File: src/rtl/uart_tx_arbiter_if.sv
// rtl/uart_tx_arbiter_if.sv - producer/transmitter handshake bundle for uart_tx_arbiter
interface uart_tx_arbiter_if #(
    parameter int NB_DATA = 8,
    parameter int N_REQ   = 4
);
    logic [N_REQ-1:0]         i_req;
    logic [N_REQ*NB_DATA-1:0] i_data;
    logic                     i_tick;
    logic                     i_tx_done;
    logic [NB_DATA-1:0]       o_tx_data;
    logic                     o_tx_start;
    logic [N_REQ-1:0]         o_grant;
    logic [N_REQ-1:0]         o_ack;
    logic                     o_busy;
    logic                     o_error;

    modport slave (
        input  i_req, i_data, i_tick, i_tx_done,
        output o_tx_data, o_tx_start, o_grant, o_ack, o_busy, o_error
    );

    modport master (
        output i_req, i_data, i_tick, i_tx_done,
        input  o_tx_data, o_tx_start, o_grant, o_ack, o_busy, o_error
    );
endinterface

File: src/rtl/uart_tx_arbiter.sv
// rtl/uart_tx_arbiter.sv - round-robin arbiter sharing one uart_tx among N_REQ byte producers
module uart_tx_arbiter #(
    parameter int NB_DATA    = 8,
    parameter int N_REQ      = 4,
    parameter int LOG2_N_REQ = 2,
    parameter int MAX_WAIT   = 4096,
    parameter int NB_WAIT    = 13
) (
    input  logic              i_clock,
    input  logic              i_reset,
    uart_tx_arbiter_if.slave  io_bus
);

    typedef enum logic [1:0] {
        IDLE      = 2'd0,
        START     = 2'd1,
        WAIT_DONE = 2'd2,
        ACK       = 2'd3
    } state_t;

    localparam logic [NB_WAIT-1:0]    WAIT_LAST = NB_WAIT'(MAX_WAIT - 1);
    localparam logic [LOG2_N_REQ-1:0] LAST_RST  = LOG2_N_REQ'(N_REQ - 1);

    state_t                  r_state;
    logic [LOG2_N_REQ-1:0]   r_last;
    logic [LOG2_N_REQ-1:0]   r_sel;
    logic [NB_DATA-1:0]      r_tx_data;
    logic                    r_tx_start;
    logic [N_REQ-1:0]        r_grant;
    logic [N_REQ-1:0]        r_ack;
    logic                    r_busy;
    logic                    r_error;
    logic [NB_WAIT-1:0]      r_wait_cnt;
    logic                    r_done_q;

    logic                    w_found;
    logic [LOG2_N_REQ-1:0]   w_sel;
    logic [N_REQ-1:0]        w_onehot;
    logic [NB_DATA-1:0]      w_data;
    logic                    w_done_edge;

    // Rotating search: first active request at or after last+1, wrapping at N_REQ.
    always_comb begin
        w_found = 1'b0;
        w_sel   = '0;
        for (int i = 0; i < N_REQ; i++) begin
            int idx;
            idx = int'(r_last) + 1 + i;
            if (idx >= N_REQ) begin
                idx = idx - N_REQ;
            end
            if (!w_found && io_bus.i_req[idx]) begin
                w_found = 1'b1;
                w_sel   = LOG2_N_REQ'(idx);
            end
        end
    end

    always_comb begin
        w_onehot        = '0;
        w_onehot[w_sel] = 1'b1;
        w_data          = io_bus.i_data[int'(w_sel)*NB_DATA +: NB_DATA];
    end

    // A done level already high on entry to WAIT_DONE must not count as completion.
    assign w_done_edge = io_bus.i_tx_done & ~r_done_q;

    always_ff @(posedge i_clock) begin
        if (i_reset) begin
            r_state    <= IDLE;
            r_last     <= LAST_RST;
            r_sel      <= '0;
            r_tx_data  <= '0;
            r_tx_start <= 1'b0;
            r_grant    <= '0;
            r_ack      <= '0;
            r_busy     <= 1'b0;
            r_error    <= 1'b0;
            r_wait_cnt <= '0;
            r_done_q   <= 1'b0;
        end else begin
            r_done_q <= io_bus.i_tx_done;
            r_ack    <= '0;
            r_error  <= 1'b0;
            case (r_state)
                IDLE: begin
                    if (w_found) begin
                        r_sel      <= w_sel;
                        r_tx_data  <= w_data;
                        r_grant    <= w_onehot;
                        r_tx_start <= 1'b1;
                        r_busy     <= 1'b1;
                        r_state    <= START;
                    end
                end
                START: begin
                    // uart_tx samples start only on its valid tick, so hold until one arrives.
                    if (io_bus.i_tick) begin
                        r_tx_start <= 1'b0;
                        r_wait_cnt <= '0;
                        r_state    <= WAIT_DONE;
                    end
                end
                WAIT_DONE: begin
                    r_wait_cnt <= r_wait_cnt + NB_WAIT'(1);
                    if (w_done_edge || (r_wait_cnt == WAIT_LAST)) begin
                        r_ack   <= r_grant;
                        r_error <= ~w_done_edge;
                        r_state <= ACK;
                    end
                end
                ACK: begin
                    r_last  <= r_sel;
                    r_grant <= '0;
                    r_busy  <= 1'b0;
                    r_state <= IDLE;
                end
                default: begin
                    r_state <= IDLE;
                end
            endcase
        end
    end

    assign io_bus.o_tx_data  = r_tx_data;
    assign io_bus.o_tx_start = r_tx_start;
    assign io_bus.o_grant    = r_grant;
    assign io_bus.o_ack      = r_ack;
    assign io_bus.o_busy     = r_busy;
    assign io_bus.o_error    = r_error;

endmodule

File: src/flat_wrapper.sv
// flat-port wrapper written by rule: the top's interface ports become plain ports
module uart_tx_arbiter_flat 
#(
    parameter int NB_DATA    = 8,
    parameter int N_REQ      = 4,
    parameter int LOG2_N_REQ = 2,
    parameter int MAX_WAIT   = 4096,
    parameter int NB_WAIT    = 13
)
  (i_clock, i_reset, io_bus_i_req, io_bus_i_data, io_bus_i_tick, io_bus_i_tx_done, io_bus_o_tx_data, io_bus_o_tx_start, io_bus_o_grant, io_bus_o_ack, io_bus_o_busy, io_bus_o_error);
  uart_tx_arbiter_if #(.NB_DATA(NB_DATA), .N_REQ(N_REQ)) io_bus_i ();
  input  logic i_clock;
  input  logic i_reset;
  input wire logic [$bits(io_bus_i.i_req)-1:0] io_bus_i_req;
  input wire logic [$bits(io_bus_i.i_data)-1:0] io_bus_i_data;
  input wire logic [$bits(io_bus_i.i_tick)-1:0] io_bus_i_tick;
  input wire logic [$bits(io_bus_i.i_tx_done)-1:0] io_bus_i_tx_done;
  output wire logic [$bits(io_bus_i.o_tx_data)-1:0] io_bus_o_tx_data;
  output wire logic [$bits(io_bus_i.o_tx_start)-1:0] io_bus_o_tx_start;
  output wire logic [$bits(io_bus_i.o_grant)-1:0] io_bus_o_grant;
  output wire logic [$bits(io_bus_i.o_ack)-1:0] io_bus_o_ack;
  output wire logic [$bits(io_bus_i.o_busy)-1:0] io_bus_o_busy;
  output wire logic [$bits(io_bus_i.o_error)-1:0] io_bus_o_error;
  assign io_bus_i.i_req = io_bus_i_req;
  assign io_bus_i.i_data = io_bus_i_data;
  assign io_bus_i.i_tick = io_bus_i_tick;
  assign io_bus_i.i_tx_done = io_bus_i_tx_done;
  assign io_bus_o_tx_data = io_bus_i.o_tx_data;
  assign io_bus_o_tx_start = io_bus_i.o_tx_start;
  assign io_bus_o_grant = io_bus_i.o_grant;
  assign io_bus_o_ack = io_bus_i.o_ack;
  assign io_bus_o_busy = io_bus_i.o_busy;
  assign io_bus_o_error = io_bus_i.o_error;
  uart_tx_arbiter #(.NB_DATA(NB_DATA), .N_REQ(N_REQ), .LOG2_N_REQ(LOG2_N_REQ), .MAX_WAIT(MAX_WAIT), .NB_WAIT(NB_WAIT)) u_core (.i_clock(i_clock), .i_reset(i_reset), .io_bus(io_bus_i));
endmodule
File: config.mk
export PLATFORM = sky130hd
export DESIGN_NAME = uart_tx_arbiter_flat
export DESIGN_NICKNAME = d
export VERILOG_FILES = /design/src/rtl/uart_tx_arbiter_if.sv /design/src/rtl/uart_tx_arbiter.sv /design/src/flat_wrapper.sv
export SDC_FILE = /design/constraint.sdc
export NUM_CORES = 1
export LEC_CHECK = 0
export CELL_PAD_IN_SITES_DETAIL_PLACEMENT = 1
export CELL_PAD_IN_SITES_GLOBAL_PLACEMENT = 1
export CORE_MARGIN = 2
export CORE_UTILIZATION = 34
export CTS_CLUSTER_SIZE = 30
export DETAILED_ROUTE_END_ITERATION = 10
export PLACE_DENSITY = 0.86
export SLEW_MARGIN = 20
export SYNTH_ARGS = -nofsm -noshare
export SYNTH_HDL_FRONTEND = slang
export SYNTH_SLANG_ARGS = --single-unit
File: constraint.sdc
create_clock -name i_clock -period 2.7 [get_ports i_clock]
set_input_delay 0.54 -clock i_clock [delete_from_list [all_inputs] [get_ports i_clock]]
set_output_delay 0.54 -clock i_clock [all_outputs]
set_load 0.01 [all_outputs]
==> results.json <==
{
  "p_switching_mw": 0.753,
  "yosysUniqueCellTypes": 43,
  "numCtsBuffers": 5,
  "ir_drop_uv": 320,
  "start_util_pct": 35.2,
  "post-route-min-period_ns": 2.36,
  "hold_violations": 0,
  "grt_use_total_pct": 18.1,
  "syn_area_per_cell_um2": 8.66,
  "worstHoldPathCells": 2,
  "startpoint_type": "input pin",
  "critPathKind": "in -> reg",
  "async_reset_ff_share_pct": 0,
  "tightest_slew_ns": 0.733,
  "cp_slowest_cell": "or4b_1",
  "fin_skew_ns": 0.0123,
  "final_cells": 362,
  "antenna_found_initial": 0,
  "synthCells": 224,
  "ios": 59,
  "reg2reg_from": "u_core.r_state[1]$_SDFFE_PP0P_",
  "portBuffers": 58,
  "gp_congestion": 0.843,
  "crit_path_cell_trace": "clkdlybuf4s50_1 > nor2_1 > o22ai_1 > or4b_1 > a211oi_1 > a211oi_1",
  "die-area_um2": 6320,
  "viasPerCell": 5.27,
  "grt_first_pass_wirelength_um": 9100,
  "cts.htree.levels": 2,
  "fp.dieW_um": 79.5,
  "design.core.area_um2": 5510,
  "seq_power_share_pct": 37.6,
  "placed_cells": 354,
  "slew_violations": 0,
  "setup-tns-final_ns": 0,
  "rsz0062_at_grt": "false",
  "rows": 27,
  "pwr_density_cell_nw_per_um2": 748,
  "max_stage_delay_ns": 0.72,
  "drc": 0,
  "leakagePower_nw": 1.04,
  "cp-end-kind": "flip-flop",
  "worstPathRequired_ns": 2.86,
  "cts_hold_buf": 0,
  "drtIter0Drc": 64,
  "p_sw_share_pct": 36.7,
  "setup_violations": 0,
  "r2r_end": "u_core.r_wait_cnt[12]$_SDFFE_PP0P_",
  "nets": 334,
  "cts_tree": "yes",
  "fin_util_pct": 49.7,
  "clk_latency_ns": 0.30,
  "comb_power_share_pct": 41.6,
  "grt_overflow": 0,
  "cp_common_cell": "a211oi_1",
  "cp.arrival_ns": 2.52,
  "wl_per_cell_um": 15.1,
  "status": "completed",
  "timing.max_slew.rel_slack_pct": 51.0,
  "synth.area.top_cells": "dfxtp_1, a211oi_1, mux2i_1",
  "yosysTopAreaCellShare_pct": 40.3,
  "via_count": 1909,
  "clockBufferDepth": 2,
  "finalInstanceArea_um2": 2740,
  "firstDrtPassIters": 4,
  "cts_root_buf": "clkbuf_8",
  "ant_nets": 0,
  "r2r_cells": 7,
  "hpwl_um": 4420,
  "critical_path_peak_fanout": 9,
  "seq_area_frac_synth_pct": 40.3,
  "clk_pin_slew_ns": 0.09,
  "syn_to_final_growth_pct": 41.2,
  "clock.fmax_mhz": 424,
  "synth_ff_type": "dfxtp_1",
  "dieHeight_um": 79.5,
  "layout-drive-gt1-share_pct": 6.90,
  "placed_area_um2": 2640,
  "ys_seq_elements": 39,
  "hp-start": "u_core.r_sel[1]$_SDFFE_PP0P_",
  "finalCritPeriodShare_pct": 87.3,
  "wl_um": 5460,
  "min_to": "u_core.r_sel[1]$_SDFFE_PP0P_",
  "clock-sinks": 39,
  "synth_area_um2": 1940,
  "yosysWarnings": 0,
  "p_int_mw": 1.30,
  "cts_setup_buffers": 0,
  "antennaDiodeCount": 0,
  "yosysTopAreaCell": "dfxtp_1",
  "synth_nets": 269,
  "r2r_slack_ns": 0.62,
  "grt_max_degree": 20,
  "cts_resized": 0,
  "hold_path.class": "reg -> reg",
  "clockPowerShare_pct": 20.8,
  "max_cap_violations": 0,
  "fin_hold_ws_ns": 0.470,
  "synth_edf_count": 0,
  "grt_pass1_vias": 1990
}
-- worst max-delay path, delay by kind of cell --
kind                   cells  cell delay, ns
buffers and inverters      1            0.46
AO/OA/AOI/OAI              3            0.60
AND/OR/NAND/NOR            2            0.91
-- cell usage in the layout, fill, tap and decap left out, drive strengths merged, types with 2 or more instances in the layout --
cell type,instances
clkbuf,6
dfxtp,39
a211oi,25
o21bai,9
or3,5
clkinv,2
and2,5
a21oi,8
nand2b,2
nor2,25
o21ai,6
mux2i,10
nand4,3
xor2,6
buf,9
nor2b,5
nand2,15
inv,13
a32oi,5
o22ai,2
clkdlybuf4s50,58
nand3,4
a211o,2
ha,5
nor4,4
nor3,3
-- area by class of cell --
| class | count | area (um2) |
|---|---|---|
| clock buffer | 6 | 82.6 |
| clock inverter | 2 | 16.3 |
| fill | 648 | 2770 |
| inverter | 14 | 52.6 |
| multi-input combinational | 162 | 1070 |
| sequential | 39 | 781 |
| tap | 72 | 90.1 |
| timing repair buffer | 67 | 648 |
-- synth_stat cells, drive strengths merged, types with 2 or more instances --
master,instances
dfxtp,39
a211oi,25
nor2,25
nand2,15
inv,13
mux2i,10
o21bai,9
a21oi,8
o21ai,6
xor2,6
a32oi,5
and2,5
clkbuf,5
ha,5
nor2b,5
or3,5
buf,4
nand3,4
nor4,4
nand4,3
nor3,3
a211o,2
nand2b,2
o22ai,2
-- power groups by stage --
stage	Clock, mW	Combinational (mW)	Sequential [mW]
detailed placement	0	0.858	0.782
global route	0.468	0.949	0.785
finish	0.427	0.852	0.769
CTS	0.433	0.863	0.770
floorplan	0	0.462	0.795
global placement	0	0.823	0.778
-- per-stage QoR --
stage / power [mW] / setup WS (ns)
floorplan: 1.26 / 0.710
global placement: 1.60 / 0.218
detailed placement: 1.64 / 0.0484
CTS: 2.07 / 0.359
global route: 2.20 / 0.241
finish: 2.05 / 0.342
-- how the worst max path moves through the flow --
stage	from	to	cells after the start
after global routing	io_bus_i_req[0]	u_core.io_bus.o_tx_data[1]$_SDFFE_PP0P_	6
after detailed placement	io_bus_i_req[0]	u_core.io_bus.o_tx_data[1]$_SDFFE_PP0P_	6
after floorplan	u_core.r_state[0]$_SDFFE_PP0P_	u_core.r_wait_cnt[12]$_SDFFE_PP0P_	8
after global placement	io_bus_i_req[0]	u_core.io_bus.o_tx_data[0]$_SDFFE_PP0P_	6
final	io_bus_i_req[0]	u_core.io_bus.o_tx_data[1]$_SDFFE_PP0P_	6
after CTS	io_bus_i_req[0]	u_core.io_bus.o_tx_data[1]$_SDFFE_PP0P_	6
-- routing by layer --
layer	global-route usage (%)	vias to the layer above	routed length [um]	part of all wire [%]
li1	-	937	-	-
met1	21.9	909	2390	44
met2	32.3	54	2740	50
met3	3.51	9	244	4.5
met4	5.69	0	73	1.3
met5	0	-	0	0
-- flip-flops by register name (all words and copies together), names as in the netlist --
signal	count
u_core.r_wait_cnt	13
u_core.io_bus.o_tx_data	8
u_core.io_bus.o_ack	4
u_core.io_bus.o_grant	4
u_core.r_last	2
u_core.r_sel	2
u_core.r_state	2
u_core.io_bus.o_busy	1
u_core.io_bus.o_error	1
u_core.io_bus.o_tx_start	1
u_core.r_done_q	1
-- cells by family (layout without fill, tap and decap cells) --
| family | Yosys count | in the layout | share of synthesized area (%) |
|---|---|---|---|
| XOR/XNOR | 7 | 7 | 3.16 |
| buffers and inverters | 23 | 89 | 4.71 |
| multiplexers | 10 | 10 | 5.16 |
| adder cells (fa/ha/maj) | 5 | 5 | 3.23 |
| flip-flops | 39 | 39 | 40.3 |
| AND/OR/NAND/NOR | 77 | 77 | 20.1 |
| AO/OA/AOI/OAI | 63 | 63 | 23.4 |
No activity file was read; power rests on OpenSTA's default activity.
